==> config.mk <==
export PLATFORM = sky130hd
export DESIGN_NAME = csr_row_sched_flat
export DESIGN_NICKNAME = d
export VERILOG_FILES = /design/src/rtl/csr_row_sched_if.sv /design/src/rtl/csr_row_sched.sv /design/src/flat_wrapper.sv
export SDC_FILE = /design/constraint.sdc
export NUM_CORES = 1
export LEC_CHECK = 0
export BUFFER_PORTS_ARGS = -buffer_cell sky130_fd_sc_hd__buf_2
export CORE_ASPECT_RATIO = 1.2
export CORE_MARGIN = 2
export CORE_UTILIZATION = 60
export CTS_CLUSTER_DIAMETER = 80
export DETAILED_ROUTE_END_ITERATION = 10
export PLACE_DENSITY = 0.92
export SLEW_MARGIN = 20
export SYNTH_ARGS = -nofsm -noshare
export SYNTH_HDL_FRONTEND = slang
export SYNTH_SLANG_ARGS = --single-unit
==> constraint.sdc <==
create_clock -name clk -period 11.1 [get_ports clk]
set_input_delay 2.22 -clock clk [delete_from_list [all_inputs] [get_ports clk]]
set_output_delay 2.22 -clock clk [all_outputs]
set_load 0.02 [all_outputs]
==> src/rtl/csr_row_sched_if.sv <==
// csr_row_sched_if: control, row-pointer RAM and nonzero-stream signals of the CSR row scheduler
interface csr_row_sched_if #(
  parameter int ROW_AW = 10,
  parameter int NZ_AW  = 14
);
  logic              start;
  logic [ROW_AW-1:0] num_rows;
  logic              stall;
  logic [ROW_AW-1:0] row_addr;
  logic [31:0]       row_data;
  logic [NZ_AW-1:0]  nz_addr;
  logic              nz_valid;
  logic              nz_first;
  logic              nz_last;
  logic [ROW_AW-1:0] nz_row;
  logic              empty_row;
  logic              busy;
  logic              done;
  logic              err;
  modport master (
    output start, num_rows, stall, row_data,
    input  row_addr, nz_addr, nz_valid, nz_first, nz_last, nz_row, empty_row, busy, done, err
  );
  modport slave (
    input  start, num_rows, stall, row_data,
    output row_addr, nz_addr, nz_valid, nz_first, nz_last, nz_row, empty_row, busy, done, err
  );
endinterface

==> src/rtl/csr_row_sched.sv <==
// csr_row_sched: walks the CSR row-pointer RAM and issues one nonzero address per cycle; define CSR_EMPTY_ROW_EN to emit empty-row markers
module csr_row_sched #(
  parameter int ROW_AW = 10,
  parameter int NZ_AW  = 14
) (
  input logic           clk,
  input logic           rst_n,
  csr_row_sched_if.slave bus
);
  typedef enum logic [2:0] {IDLE, PRE0, PRE1, WAIT, LOAD, STREAM, EMPTY, DONE} state_t;
  state_t            state_q, state_d;
  logic [ROW_AW-1:0] row_addr_q, row_addr_d;
  logic [ROW_AW-1:0] row_idx_q, row_idx_d;
  logic [ROW_AW-1:0] num_q, num_d;
  logic [NZ_AW-1:0]  beg_q, beg_d;
  logic [NZ_AW-1:0]  end_q, end_d;
  logic [NZ_AW-1:0]  nz_addr_q, nz_addr_d;
  logic              err_q, err_d;
  logic              bad_q, bad_d;
  logic [NZ_AW-1:0]  ptr;
  logic              unused_ptr_hi;
  logic              last_row, last_beat, empty_go, advance;
  logic              valid, empty_mark;
  assign ptr           = bus.row_data[NZ_AW-1:0];
  assign unused_ptr_hi = ^bus.row_data[31:NZ_AW];
  assign last_row      = row_idx_q == num_q - ROW_AW'(1);
  assign last_beat     = nz_addr_q == end_q - NZ_AW'(1);
`ifdef CSR_EMPTY_ROW_EN
  assign empty_go      = !bus.stall;
  assign empty_mark    = state_q == EMPTY;
`else
  assign empty_go      = 1'b1;
  assign empty_mark    = 1'b0;
`endif
  assign valid         = state_q == STREAM;
  assign advance       = (valid && !bus.stall && last_beat) || (state_q == EMPTY && empty_go);
  // next-state: row walk, pointer capture and the shared row-advance step
  always_comb begin
    state_d    = state_q;
    row_addr_d = row_addr_q;
    row_idx_d  = row_idx_q;
    num_d      = num_q;
    beg_d      = beg_q;
    end_d      = end_q;
    nz_addr_d  = nz_addr_q;
    err_d      = err_q;
    bad_d      = bad_q;
    case (state_q)
      IDLE: if (bus.start) begin
        err_d      = 1'b0;
        num_d      = bus.num_rows;
        row_addr_d = '0;
        row_idx_d  = '0;
        state_d    = (bus.num_rows != '0) ? PRE0 : DONE;
      end
      PRE0: begin
        row_addr_d = ROW_AW'(1);
        state_d    = PRE1;
      end
      PRE1: begin
        beg_d   = ptr;
        state_d = LOAD;
      end
      LOAD: begin
        end_d     = ptr;
        bad_d     = ptr < beg_q;
        err_d     = err_q | (ptr < beg_q);
        nz_addr_d = (ptr > beg_q) ? beg_q : nz_addr_q;
        state_d   = (ptr > beg_q) ? STREAM : EMPTY;
      end
      STREAM: nz_addr_d = (!bus.stall && !last_beat) ? nz_addr_q + NZ_AW'(1) : nz_addr_q;
      WAIT: state_d = LOAD;
      DONE: state_d = IDLE;
      default: ;
    endcase
    if (advance) begin
      beg_d      = bad_q ? beg_q : end_q;
      state_d    = last_row ? DONE : WAIT;
      row_idx_d  = last_row ? row_idx_q : row_idx_q + ROW_AW'(1);
      row_addr_d = last_row ? row_addr_q : row_idx_q + ROW_AW'(2);
    end
  end
  // state and datapath registers, cleared asynchronously
  always_ff @(posedge clk or negedge rst_n) begin
    if (!rst_n) begin
      state_q    <= IDLE;
      row_addr_q <= '0;
      row_idx_q  <= '0;
      num_q      <= '0;
      beg_q      <= '0;
      end_q      <= '0;
      nz_addr_q  <= '0;
      err_q      <= 1'b0;
      bad_q      <= 1'b0;
    end else begin
      state_q    <= state_d;
      row_addr_q <= row_addr_d;
      row_idx_q  <= row_idx_d;
      num_q      <= num_d;
      beg_q      <= beg_d;
      end_q      <= end_d;
      nz_addr_q  <= nz_addr_d;
      err_q      <= err_d;
      bad_q      <= bad_d;
    end
  end
  assign bus.row_addr  = row_addr_q;
  assign bus.nz_addr   = nz_addr_q;
  assign bus.nz_valid  = valid;
  assign bus.nz_first  = valid && nz_addr_q == beg_q;
  assign bus.nz_last   = valid && last_beat;
  assign bus.nz_row    = (valid || empty_mark) ? row_idx_q : '0;
  assign bus.empty_row = empty_mark;
  assign bus.busy      = state_q != IDLE;
  assign bus.done      = state_q == DONE;
  assign bus.err       = err_q;
endmodule

==> src/flat_wrapper.sv <==
// flat-port wrapper written by rule: the top's interface ports become plain ports
module csr_row_sched_flat 
#(
  parameter int ROW_AW = 10,
  parameter int NZ_AW  = 14
)
  (clk, rst_n, bus_start, bus_num_rows, bus_stall, bus_row_data, bus_row_addr, bus_nz_addr, bus_nz_valid, bus_nz_first, bus_nz_last, bus_nz_row, bus_empty_row, bus_busy, bus_done, bus_err);
  csr_row_sched_if #(.ROW_AW(ROW_AW), .NZ_AW(NZ_AW)) bus_i ();
  input logic clk;
  input logic rst_n;
  input wire logic [$bits(bus_i.start)-1:0] bus_start;
  input wire logic [$bits(bus_i.num_rows)-1:0] bus_num_rows;
  input wire logic [$bits(bus_i.stall)-1:0] bus_stall;
  input wire logic [$bits(bus_i.row_data)-1:0] bus_row_data;
  output wire logic [$bits(bus_i.row_addr)-1:0] bus_row_addr;
  output wire logic [$bits(bus_i.nz_addr)-1:0] bus_nz_addr;
  output wire logic [$bits(bus_i.nz_valid)-1:0] bus_nz_valid;
  output wire logic [$bits(bus_i.nz_first)-1:0] bus_nz_first;
  output wire logic [$bits(bus_i.nz_last)-1:0] bus_nz_last;
  output wire logic [$bits(bus_i.nz_row)-1:0] bus_nz_row;
  output wire logic [$bits(bus_i.empty_row)-1:0] bus_empty_row;
  output wire logic [$bits(bus_i.busy)-1:0] bus_busy;
  output wire logic [$bits(bus_i.done)-1:0] bus_done;
  output wire logic [$bits(bus_i.err)-1:0] bus_err;
  assign bus_i.start = bus_start;
  assign bus_i.num_rows = bus_num_rows;
  assign bus_i.stall = bus_stall;
  assign bus_i.row_data = bus_row_data;
  assign bus_row_addr = bus_i.row_addr;
  assign bus_nz_addr = bus_i.nz_addr;
  assign bus_nz_valid = bus_i.nz_valid;
  assign bus_nz_first = bus_i.nz_first;
  assign bus_nz_last = bus_i.nz_last;
  assign bus_nz_row = bus_i.nz_row;
  assign bus_empty_row = bus_i.empty_row;
  assign bus_busy = bus_i.busy;
  assign bus_done = bus_i.done;
  assign bus_err = bus_i.err;
  csr_row_sched #(.ROW_AW(ROW_AW), .NZ_AW(NZ_AW)) u_core (.clk(clk), .rst_n(rst_n), .bus(bus_i));
endmodule
# Yosys cells after proc, flatten, opt, wreduce, memory -nomap -nowiden
# Cells that the tools add are included.
# word_totals
inputBits	46
ff_bits	77
out_inout_bits	41
# classes
eq_ne	16
add_sub_neg	5
reduce_logical	26
n_lt_le_gt_ge	2
bitwise_logic	1
n_mux	22
# op_table
cell	count
$mux W10	7
$mux W14	5
$eq A14 B14 Y1	2
$pmux W14 S2	1
$pmux W10 S2	1
$pmux W3 S5	1
$add A14 B1 Y14 const B	1
$gt A14 B14 Y1	1
$lt A14 B14 Y1	1
$sub A14 B1 Y14 const B	1
$eq A3 B3 Y1 const B	4
$mux W3	4
$add A10 B1 Y10 const B	1
$add A10 B2 Y10 const B	1
$eq A10 B10 Y1	1
$reduce_bool A10 Y1	1
$reduce_bool A2 Y1	5
$sub A10 B1 Y10 const B	1
$reduce_and A3 Y1	3
$ne A2 B2 Y1 const B	4
$reduce_and A2 Y1	4
$eq A3 B2 Y1 const B	2
$reduce_bool A3 Y1	2
$reduce_bool A6 Y1	1
other kinds (12)	17

# Logic depth before layout (Yosys ltp)
# Gate-level depths: netlist (run 1).
# logic_depth
depth_word	6
depth_mapped	13

# Worst setup path before layout (run 1)
# Ideal clock, no wire load.
# synth_path
path_kind	register to output
startpoint	register u_core.end_q[0]
endpoint	output bus_nz_last
stages_incl_launch_ff	10
path_buffers	1
t_arrival_ns	2.590
path_slack_ns	6.290
path_cell_list	dfrtp_1 > inv_1 > ha_1 > or4b_1 > buf_2 > xnor2_1 > nor4b_1 > mux2i_1 > a2111o_1 > nor3_1
# synth_between
elab_chain_len	3
# synth_rtl
item	line_no	rtl
from (decl)	csr_row_sched.sv:16	logic [NZ_AW-1:0] end_q, end_d;
from (signal assigned)	csr_row_sched.sv:101	end_q <= end_d;
$sub A14 B1 Y14	csr_row_sched.sv:27	assign last_beat = nz_addr_q == end_q - NZ_AW'(1);
$eq A14 B14 Y1	csr_row_sched.sv:27	
$logic_and A1 B1 Y1	csr_row_sched.sv:111	assign bus.nz_last = valid && last_beat;
to (decl)	flat_wrapper.sv:19	output wire logic [$bits(bus_i.nz_last)-1:0] bus_nz_last;
# Every way passes these cells.

# Final worst setup path (run 1)
# layout_path
startpoint	register u_core.state_q[2]
endpoint	output bus_nz_last
# layout_between
elab_chain_len	2
# layout_rtl
item	line_no	rtl
from (decl)	csr_row_sched.sv:11	state_t state_q, state_d;
from (signal assigned)	csr_row_sched.sv:96	state_q <= state_d;
$eq A3 B3 Y1	csr_row_sched.sv:35	assign valid = state_q == STREAM;
$logic_and A1 B1 Y1	csr_row_sched.sv:111	
# Every way passes these cells.

==> results of run 1 <==
[cells by family after synthesis]
family / after synthesis / synth area share
AND/OR/NAND/NOR: 219 / 0.209
AO/OA/AOI/OAI: 129 / 0.170
flip-flops: 77 / 0.364
buffers and inverters: 67 / 0.0513
XOR/XNOR: 53 / 0.0878
multiplexers: 32 / 0.0724
adder cells (fa/ha/maj): 19 / 0.0449
other: 1 / 0.000709
[where the power goes]
group | total, W | internal, W | switching, W | leakage, nW
clock network | 0.000190 | 0.0000844 | 0.000106 | 0.0877
logic | 0.000846 | 0.000368 | 0.000478 | 1.51
registers | 0.000599 | 0.000393 | 0.000206 | 0.934
total | 0.00163 | 0.000845 | 0.000790 | 2.54
[per-layer routing]
metal / track usage / vias up / part of all wire
met2: 0.507 / 279 / 0.51
li1: - / 2210 / -
met1: 0.340 / 2311 / 0.37
met4: 0.153 / 0 / 0.040
met5: 0 / - / 0
met3: 0.0576 / 62 / 0.079
[sequential cells by signal (all words and copies together), names as in the netlist]
| signal | flops |
|---|---|
| u_core.row_idx_q | 10 |
| u_core.num_q | 10 |
| u_core.bad_q | 1 |
| u_core.bus.err | 1 |
| u_core.beg_q | 14 |
| u_core.end_q | 14 |
| u_core.bus.nz_addr | 14 |
| u_core.bus.row_addr | 10 |
| u_core.state_q | 3 |
[cells in the mapped netlist (3+ instances only)]
cell,instances
xnor2_1,34
inv_1,27
nor3_1,10
o22ai_1,11
nand3_1,23
o21ai_0,17
mux2_2,10
a21o_1,8
mux2i_1,12
buf_1,4
nor4_1,11
xor2_1,19
o221a_1,14
nor2_1,32
and2_1,11
nand2_1,76
mux2_4,10
a2bb2oi_1,3
buf_2,4
nand2b_1,8
clkbuf_1,28
nand4_1,9
ha_1,19
or4_1,5
a21oi_1,44
dfrtp_1,77
a211oi_1,3
or3_1,18
[metrics by stage]
stage	hold slack (ps)	setup slack, ps	cells	power [W]
after CTS	486	5220	757	0.00162
final	480	5090	758	0.00163
after global routing	521	4860	758	0.00174
after global placement	459	5740	742	0.00137
after floorplan	489	6290	597	0.00121
after detailed placement	468	5600	742	0.00143
[final timing paths]
path / cells past startpoint / end
min in group asynchronous: 1 / u_core.beg_q[0]$_DFFE_PN0P_
min: 1 / u_core.bus.err$_DFFE_PN0P_
max in group asynchronous: 1 / u_core.bus.row_addr[0]$_DFFE_PN0P_
min reg2reg: 1 / u_core.bus.err$_DFFE_PN0P_
max reg2reg: 8 / u_core.beg_q[12]$_DFFE_PN0P_
max: 7 / bus_nz_last
[cell type report]
cell class,instances,area share
Sequential cell,77,0.333
Clock inverter,5,0.00476
Multi-Input combinational cell,453,0.535
Tap cell,117,0.0253
Inverter,28,0.0182
Clock buffer,10,0.0238
Timing Repair Buffer,68,0.0603
==> impl_metrics.tcl, run 1 <==
set metrics [dict create \
    syn-cell-area_mm2 0.00529 \
    syn_area_per_cell_um2 8.86 \
    cpPeakStageDelay_ps 780 \
    core_area_mm2 0.00856 \
    grt_usage 0.290 \
    cellLeakagePower_nw 2.54 \
    regArea_mm2 0.00193 \
    rows 37 \
    cts_setup_buffers 0 \
    mostFrequentLayoutCells "77 x dfrtp_1, 76 x nand2_1, 66 x buf_2, 44 x a21oi_1, 34 x xnor2_1" \
    vias 4862 \
    grt_overflow_total 0 \
    rsz0062_at_grt "false" \
    ys_seq_area_frac 0.364 \
    synth_edf_count 0 \
    tns_ps 0 \
    wl_per_cell_um 18.2 \
    pin_count 87 \
    cp_common_cell "nand3_1" \
    final_hold_viol_count 0 \
    drc 0 \
    initial_core_util 0.618 \
    max_cap_viol_count 0 \
    dominantRegCellSynth "dfrtp_1" \
    crit_slowest_cell "dfrtp_1" \
    clock_sinks 77 \
    first_pass_iters 6 \
    ir_drop_uv 137 \
    dpl.hpwl_mm 9.94 \
    clock_latency_ps 370 \
    cp_top_family "simple AND/OR/NAND/NOR gates" \
    final_common_cell "dfrtp_1" \
    status "complete, no violations" \
    fmax_mhz 166 \
    r2r_start "u_core.state_q[2]$_DFFE_PN0P_" \
    dr.first_iter.drc_count 473 \
    min_path_type "reg2reg" \
    cts_resized 0 \
    io_buffers 67 \
    grt_max_degree 78 \
    utilization 0.676 \
    cts.htree.levels 3 \
    skew_ps 9.42 \
    power.density_mw_per_mm2 283 \
    cts_tree "yes" \
    finalCriticalPeriod_ps 6010 \
    dieArea_mm2 0.00958 \
    worstHoldStart "u_core.bus.err$_DFFE_PN0P_" \
    slew_viol_final 0 \
    cp-startpoint "u_core.state_q[2]$_DFFE_PN0P_" \
    end_kind "output port" \
    synth.distinct_cells 67 \
    path_class "reg2out" \
    cts_buffer_depth 2 \
    synth_area_leader_cell "dfrtp_1" \
    synthArstFlopShare 1.00 \
    die_h_um 107 \
    fillers 660 \
    grt_pass1_vias 4584 \
    start_kind "flip-flop" \
    worstPathCellList "nand3_1 -> inv_2 -> nand3_1 -> nor4_1 -> nand3_1 -> nor3_1 -> buf_2" \
    crit_arrival_ps 3790 \
    cts.reportedPaths.clkPinSlew_ps 80 \
    ys_warn_count 0 \
    tightest_slew_ps 990 \
    cts_root_buffer "clkbuf_8" \
    ys_ff_latch 77 \
    antenna_cells 0 \
    die_x_um 89.7 \
    place_area_mm2 0.00561 \
    setup_viol 0 \
    nNetsFinal 702 \
    routed_wirelength_mm 13.8 \
    syn-num-nets 662 \
    hold_buffers 0 \
    cts_made_buffers 9 \
    netlist_instances 597 \
    r2r_slack_ps 6580 \
    synthTopCellsByArea "dfrtp_1 36%, xnor2_1 5.6%, nand2_1 5.4%, ha_1 4.5%, a21oi_1 4.2%" \
    crit_buf_inv 2 \
    drive_gt1_frac 0.176 \
    yosys.area.top_type_share 0.364 \
    gp_congestion 0.934 \
    grt_pass1_wl_mm 22.3 \
    period_share 0.541 \
    stdcell_area_mm2 0.00579 \
    multi_input_area_mm2 0.00309 \
    final_antenna_net_count 0 \
    avgViaCountPerCell 6.41 \
    required_ps 8880 \
    critPathMaxFanout 37 \
    slew_headroom 0.340 \
    area_delta_synth_final_pct 9.39 \
    antenna_found_initial 0 \
]
(Power assumes the default switching activity.)
==> run 2: changes to the inputs <==
--- a/config.mk
+++ b/config.mk
@@ -8,10 +8,10 @@
 export BUFFER_PORTS_ARGS = -buffer_cell sky130_fd_sc_hd__buf_2
 export CORE_ASPECT_RATIO = 1.2
 export CORE_MARGIN = 2
-export CORE_UTILIZATION = 60
+export CORE_UTILIZATION = 52
 export CTS_CLUSTER_DIAMETER = 80
 export DETAILED_ROUTE_END_ITERATION = 10
-export PLACE_DENSITY = 0.92
+export PLACE_DENSITY = 0.85
 export SLEW_MARGIN = 20
 export SYNTH_ARGS = -nofsm -noshare
 export SYNTH_HDL_FRONTEND = slang
==> constraint.sdc (replaced) <==
create_clock -name clk -period 5.1 [get_ports clk]
set_input_delay 1.02 -clock clk [delete_from_list [all_inputs] [get_ports clk]]
set_output_delay 1.02 -clock clk [all_outputs]
set_load 0.02 [all_outputs]
==> run 2 against run 1 <==
Compared with the run above: sequential power up 120%; non-clock buffer count unchanged; cell count up 1.3%; clock skew up 1.7 ps; highest routed layer unchanged; via count down 1.4%; global-route usage down 2.3 points; sequential share of layout area down 1.1 points; critical path type unchanged; critical endpoint unchanged; setup slack worse by 4400 ps; critical path depth up 2; sequential cell count unchanged; clock power rose to 4.0 times the previous value.
==> impl_metrics.tcl, run 2 (synthesis results as in run 1) <==
set metrics [dict create \
    status "complete, no violations" \
    grtUsageMet3 0.0527 \
    grtUsageMet2 0.438 \
    max_cap_viol_count 0 \
    cts.reportedPaths.clkPinSlew_ps 60 \
    ir_drop_uv 288 \
    finalCriticalPeriod_ps 4420 \
    multi_input_area_mm2 0.00309 \
    clock_latency_ps 350 \
    place_area_mm2 0.00563 \
    tightest_slew_ps 1040 \
    cts.htree.levels 3 \
    cts_tree "yes" \
    cellLeakagePower_nw 2.62 \
    slew_viol_final 0 \
    cts_made_buffers 9 \
    pin_count 87 \
    grt_overflow_total 0 \
    critPathMaxFanout 6 \
    gp_congestion 0.864 \
    grt_max_degree 78 \
    io_buffers 67 \
    rsz0062_at_grt "false" \
    grt_usage 0.267 \
    grt_busiest_layer "met2" \
    vias 4793 \
    grtUsageMet1 0.322 \
    path_class "reg2out" \
    skew_ps 11.2 \
    drc 0 \
    avgViaCountPerCell 6.24 \
    dieArea_mm2 0.0110 \
    cts_root_buffer "clkbuf_16" \
    drive_gt1_frac 0.178 \
    slew_headroom 0.305 \
    nNetsFinal 702 \
    final_hold_viol_count 0 \
    die_h_um 114 \
    period_share 0.866 \
    final_common_cell "dfrtp_1" \
    routed_wirelength_mm 13.8 \
    dr.first_iter.drc_count 385 \
    final_antenna_net_count 0 \
    rows 40 \
    area_delta_synth_final_pct 13.2 \
    grt_pass1_vias 4634 \
    cts_resized 0 \
    min_path_type "reg2reg" \
    regArea_mm2 0.00193 \
    first_pass_iters 5 \
    fmax_mhz 226 \
    wl_per_cell_um 18.0 \
    start_kind "flip-flop" \
    setup_viol 0 \
    cts_buffer_depth 2 \
    dpl.hpwl_mm 9.84 \
    cts_setup_buffers 0 \
    mostFrequentLayoutCells "77 x dfrtp_1, 76 x nand2_1, 66 x buf_2, 44 x a21oi_1, 34 x xnor2_1" \
    die_x_um 96.1 \
    fillers 849 \
    end_kind "output port" \
    hold_buffers 0 \
    tns_ps 0 \
    crit_arrival_ps 3400 \
    antenna_found_initial 0 \
    clock_sinks 77 \
    power.density_mw_per_mm2 652 \
    core_area_mm2 0.00996 \
    utilization 0.601 \
    initial_core_util 0.531 \
    antenna_cells 0 \
    grt_pass1_wl_mm 22.6 \
    required_ps 4080 \
    stdcell_area_mm2 0.00599 \
]
==> run 2: path summary, 6_finish.rpt <==
kind	start	to	slack, ps	cells after the start
setup / recovery	u_core.end_q[0]$_DFFE_PN0P_	bus_nz_last	680	9
hold / removal	u_core.bus.err$_DFFE_PN0P_	u_core.bus.err$_DFFE_PN0P_	490	1
setup reg to reg	u_core.end_q[0]$_DFFE_PN0P_	u_core.row_idx_q[0]$_DFFE_PN0P_	830	10
hold reg to reg	u_core.bus.err$_DFFE_PN0P_	u_core.bus.err$_DFFE_PN0P_	490	1
max in group asynchronous	rst_n	u_core.bus.row_addr[8]$_DFFE_PN0P_	3630	1
min in group asynchronous	rst_n	u_core.bus.nz_addr[5]$_DFFE_PN0P_	850	1
==> run 2: through the flow <==
stage,hold slack [ps],cells,power (W),worst slack (ps)
2_1_floorplan,489,597,0.00262,1490
3_3_place_gp,465,752,0.00300,1240
3_5_place_dp,474,752,0.00309,957
4_1_cts,487,768,0.00388,735
5_1_grt,506,768,0.00416,509
6_report,485,768,0.00391,682
==> run 2: cell type report <==
type / count / area share
clock buffer: 11 / 0.0422
clock inverter: 5 / 0.0178
inverter: 28 / 0.0176
multi-input combinational: 453 / 0.517
sequential: 77 / 0.322
tap: 126 / 0.0263
timing repair buffer: 68 / 0.0577
==> run 2: routing by layer <==
| metal | share of wire | vias up |
|---|---|---|
| li1 | - | 2210 |
| met5 | 0 | - |
| met1 | 0.39 | 2280 |
| met4 | 0.042 | 0 |
| met2 | 0.49 | 255 |
| met3 | 0.080 | 48 |
==> run 2: power by group <==
| group | switching, W | total, W | internal [W] | leakage [nW] |
|---|---|---|---|---|
| registers | 0.000455 | 0.00131 | 0.000857 | 0.934 |
| logic | 0.00103 | 0.00183 | 0.000800 | 1.51 |
| clock network | 0.000263 | 0.000768 | 0.000506 | 0.172 |
==> run 2: worst max-delay path, stage by stage (launching register included) <==
cell and delay (ps):
dfrtp_1 440, inv_1 130, ha_1 210, or4b_1 630
xnor2_1 190, nor4b_1 340, mux2i_1 190, a2111o_1 430
nor3_1 270, buf_2 210
==> run 3: changes to the inputs <==
--- a/config.mk
+++ b/config.mk
@@ -5,13 +5,14 @@
 export SDC_FILE = /design/constraint.sdc
 export NUM_CORES = 1
 export LEC_CHECK = 0
-export BUFFER_PORTS_ARGS = -buffer_cell sky130_fd_sc_hd__buf_2
+export BUFFER_PORTS_ARGS = -buffer_cell sky130_fd_sc_hd__buf_4
 export CORE_ASPECT_RATIO = 1.2
 export CORE_MARGIN = 2
 export CORE_UTILIZATION = 52
 export CTS_CLUSTER_DIAMETER = 80
 export DETAILED_ROUTE_END_ITERATION = 10
 export PLACE_DENSITY = 0.85
+export RECOVER_POWER = 50
 export SLEW_MARGIN = 20
 export SYNTH_ARGS = -nofsm -noshare
 export SYNTH_HDL_FRONTEND = slang
==> constraint.sdc (replaced) <==
create_clock -name clk -period 5.1 [get_ports clk]
set_input_delay 1.02 -clock clk [delete_from_list [all_inputs] [get_ports clk]]
set_output_delay 1.02 -clock clk [all_outputs]
set_load 0.05 [all_outputs]
==> run 3 against run 2 <==
Compared with the run above: the flow now finishes with violations (max-capacitance violations, max-slew violations); design area up 1.1%; combinational power up 12%; critical path depth unchanged; wire length down 1.4%; critical endpoint unchanged; via count up 0.56%; core utilization up 0.68 points; clock-buffer cell count unchanged; clock power down 12%.
==> impl_metrics.tcl, run 3 (synthesis results as in run 1) <==
set metrics [dict create \
    rows 40 \
    ff2ff_path_depth 10 \
    area_delta_synth_final_pct 14.5 \
    grtUsageMet2 0.430 \
    hold_path_depth 1 \
    clock_sinks 77 \
    cts.reportedPaths.clkPinSlew_ps 60 \
    antenna_cells 0 \
    pwr-share-comb 0.508 \
    drive_gt1_frac 0.156 \
    routed_wirelength_mm 13.7 \
    r2r_start "u_core.end_q[1]$_DFFE_PN0P_" \
    ir_drop_uv 260 \
    rsz0062_at_grt "false" \
    multi_input_area_mm2 0.00309 \
    fmax_mhz 231 \
    required_ps 4080 \
    grt_pass1_vias 4674 \
    avgViaCountPerCell 6.28 \
    path_class "reg2out" \
    cts.htree.levels 3 \
    holdWs_ps 483 \
    mostFrequentLayoutCells "77 x dfrtp_1, 76 x nand2_1, 56 x buf_4, 44 x a21oi_1, 34 x xnor2_1" \
    finalPower_w 0.00403 \
    setup_viol 0 \
    grt_usage 0.261 \
    cellLeakagePower_nw 2.59 \
    grt_pass1_wl_mm 22.3 \
    io_buffers 67 \
    hold_buffers 0 \
    regArea_mm2 0.00193 \
    pin_count 87 \
    violations "max-capacitance violations, max-slew violations" \
    final_cells 768 \
    first_pass_iters 5 \
    stdcell_area_mm2 0.00605 \
    worstHoldStart "u_core.bus.err$_DFFE_PN0P_" \
    grtUsageMet3 0.0487 \
    dieArea_mm2 0.0110 \
    grtUsageMet1 0.306 \
    antenna_found_initial 0 \
    critPathMaxFanout 6 \
    pwr-share-seq 0.323 \
    skew_ps 9.41 \
    dpl.hpwl_mm 9.77 \
    status "finished with violations" \
    cts_setup_buffers 0 \
    slew_viol_final 78 \
    p_sw_frac 0.473 \
    crit_slowest_cell "or4b_1" \
    end_kind "output port" \
    placedCellCount 752 \
    cts_tree "yes" \
    min_path_type "reg2reg" \
    dr.first_iter.drc_count 424 \
    r2r_slack_ps 1020 \
    slew_headroom -0.277 \
    fillers 802 \
    grt_busiest_layer "met2" \
    core_area_mm2 0.00996 \
    place_area_mm2 0.00579 \
    final_common_cell "dfrtp_1" \
    grt_max_degree 78 \
    cts_made_buffers 9 \
    final_hold_viol_count 0 \
    min_to "u_core.bus.err$_DFFE_PN0P_" \
    p_int_w 0.00212 \
    tightest_slew_ps 1920 \
    grt_overflow_total 0 \
    start_kind "flip-flop" \
    r2r-end "u_core.row_idx_q[0]$_DFFE_PN0P_" \
    finalCriticalPeriod_ps 4320 \
    worstPathCellList "inv_1 -> ha_1 -> or4b_1 -> xnor2_1 -> nor4b_1 -> mux2i_1 -> a2111o_1 -> nor3_1 -> buf_4" \
    clock_latency_ps 340 \
    tns_ps 0 \
    cpPeakStageDelay_ps 630 \
    period_share 0.847 \
    wl_per_cell_um 17.8 \
    nNetsFinal 702 \
    die_x_um 96.1 \
    max_cap_viol_count 1 \
    gp_congestion 0.853 \
    initial_core_util 0.531 \
    final_antenna_net_count 0 \
    cts_root_buffer "clkbuf_16" \
    clockPowerShare 0.168 \
    drc 0 \
    vias 4820 \
    die_h_um 114 \
    cts_buffer_depth 2 \
    power.density_mw_per_mm2 666 \
    crit_arrival_ps 3300 \
    cts_resized 0 \
    p_sw_w 0.00191 \
]
[run 3: layout make-up]
cell class              instances  share of cell area
inverters                      28              0.0174
well taps                     126              0.0260
clock buffers                  11              0.0384
clock inverters                 5              0.0124
flip-flops and latches         77               0.318
repair buffers                 68              0.0771
multi-input cells             453               0.510
[run 3: metrics by stage]
step / worst slack [ps] / utilization
after floorplan: 900 / -
after global placement: 1230 / 0.581
after detailed placement: 1160 / 0.581
after CTS: 854 / 0.612
after global routing: 638 / 0.608
final: 778 / 0.608
[run 3: how the worst max path moves through the flow]
stage | from | end | slack, ps | cells past startpoint
after floorplan | u_core.end_q[0]$_DFFE_PN0P_ | bus_nz_last | 900 | 9
after global placement | u_core.end_q[1]$_DFFE_PN0P_ | u_core.beg_q[10]$_DFFE_PN0P_ | 1230 | 10
after detailed placement | u_core.end_q[1]$_DFFE_PN0P_ | u_core.row_idx_q[0]$_DFFE_PN0P_ | 1160 | 10
after CTS | u_core.end_q[0]$_DFFE_PN0P_ | bus_nz_last | 850 | 9
after global routing | u_core.end_q[0]$_DFFE_PN0P_ | bus_nz_last | 640 | 9
final | u_core.end_q[1]$_DFFE_PN0P_ | bus_nz_last | 780 | 9
[run 3: critical path: cells and delay by family, from the launching register on]
| kind | cells | cell delay [ps] |
|---|---|---|
| AO/OA/AOI/OAI | 1 | 410 |
| AND/OR/NAND/NOR | 3 | 1170 |
| buffers and inverters | 2 | 390 |
| adder cells (fa/ha/maj) | 1 | 250 |
| flip-flops | 1 | 420 |
| multiplexers | 1 | 130 |
| XOR/XNOR | 1 | 190 |
[run 3: per-layer routing]
layer / up-vias / routed length (µm)
met3: 58 / 914
met4: 0 / 664
li1: 2220 / -
met5: - / 0
met1: 2292 / 5250
met2: 250 / 6830
[run 3: power by group through the flow]
stage	Sequential [W]	Combinational (W)	Clock, W
3_5_place_dp	0.00130	0.00203	0
2_1_floorplan	0.00131	0.00148	0
5_1_grt	0.00135	0.00224	0.000710
4_1_cts	0.00129	0.00205	0.000683
3_3_place_gp	0.00128	0.00195	0
6_report	0.00130	0.00205	0.000678
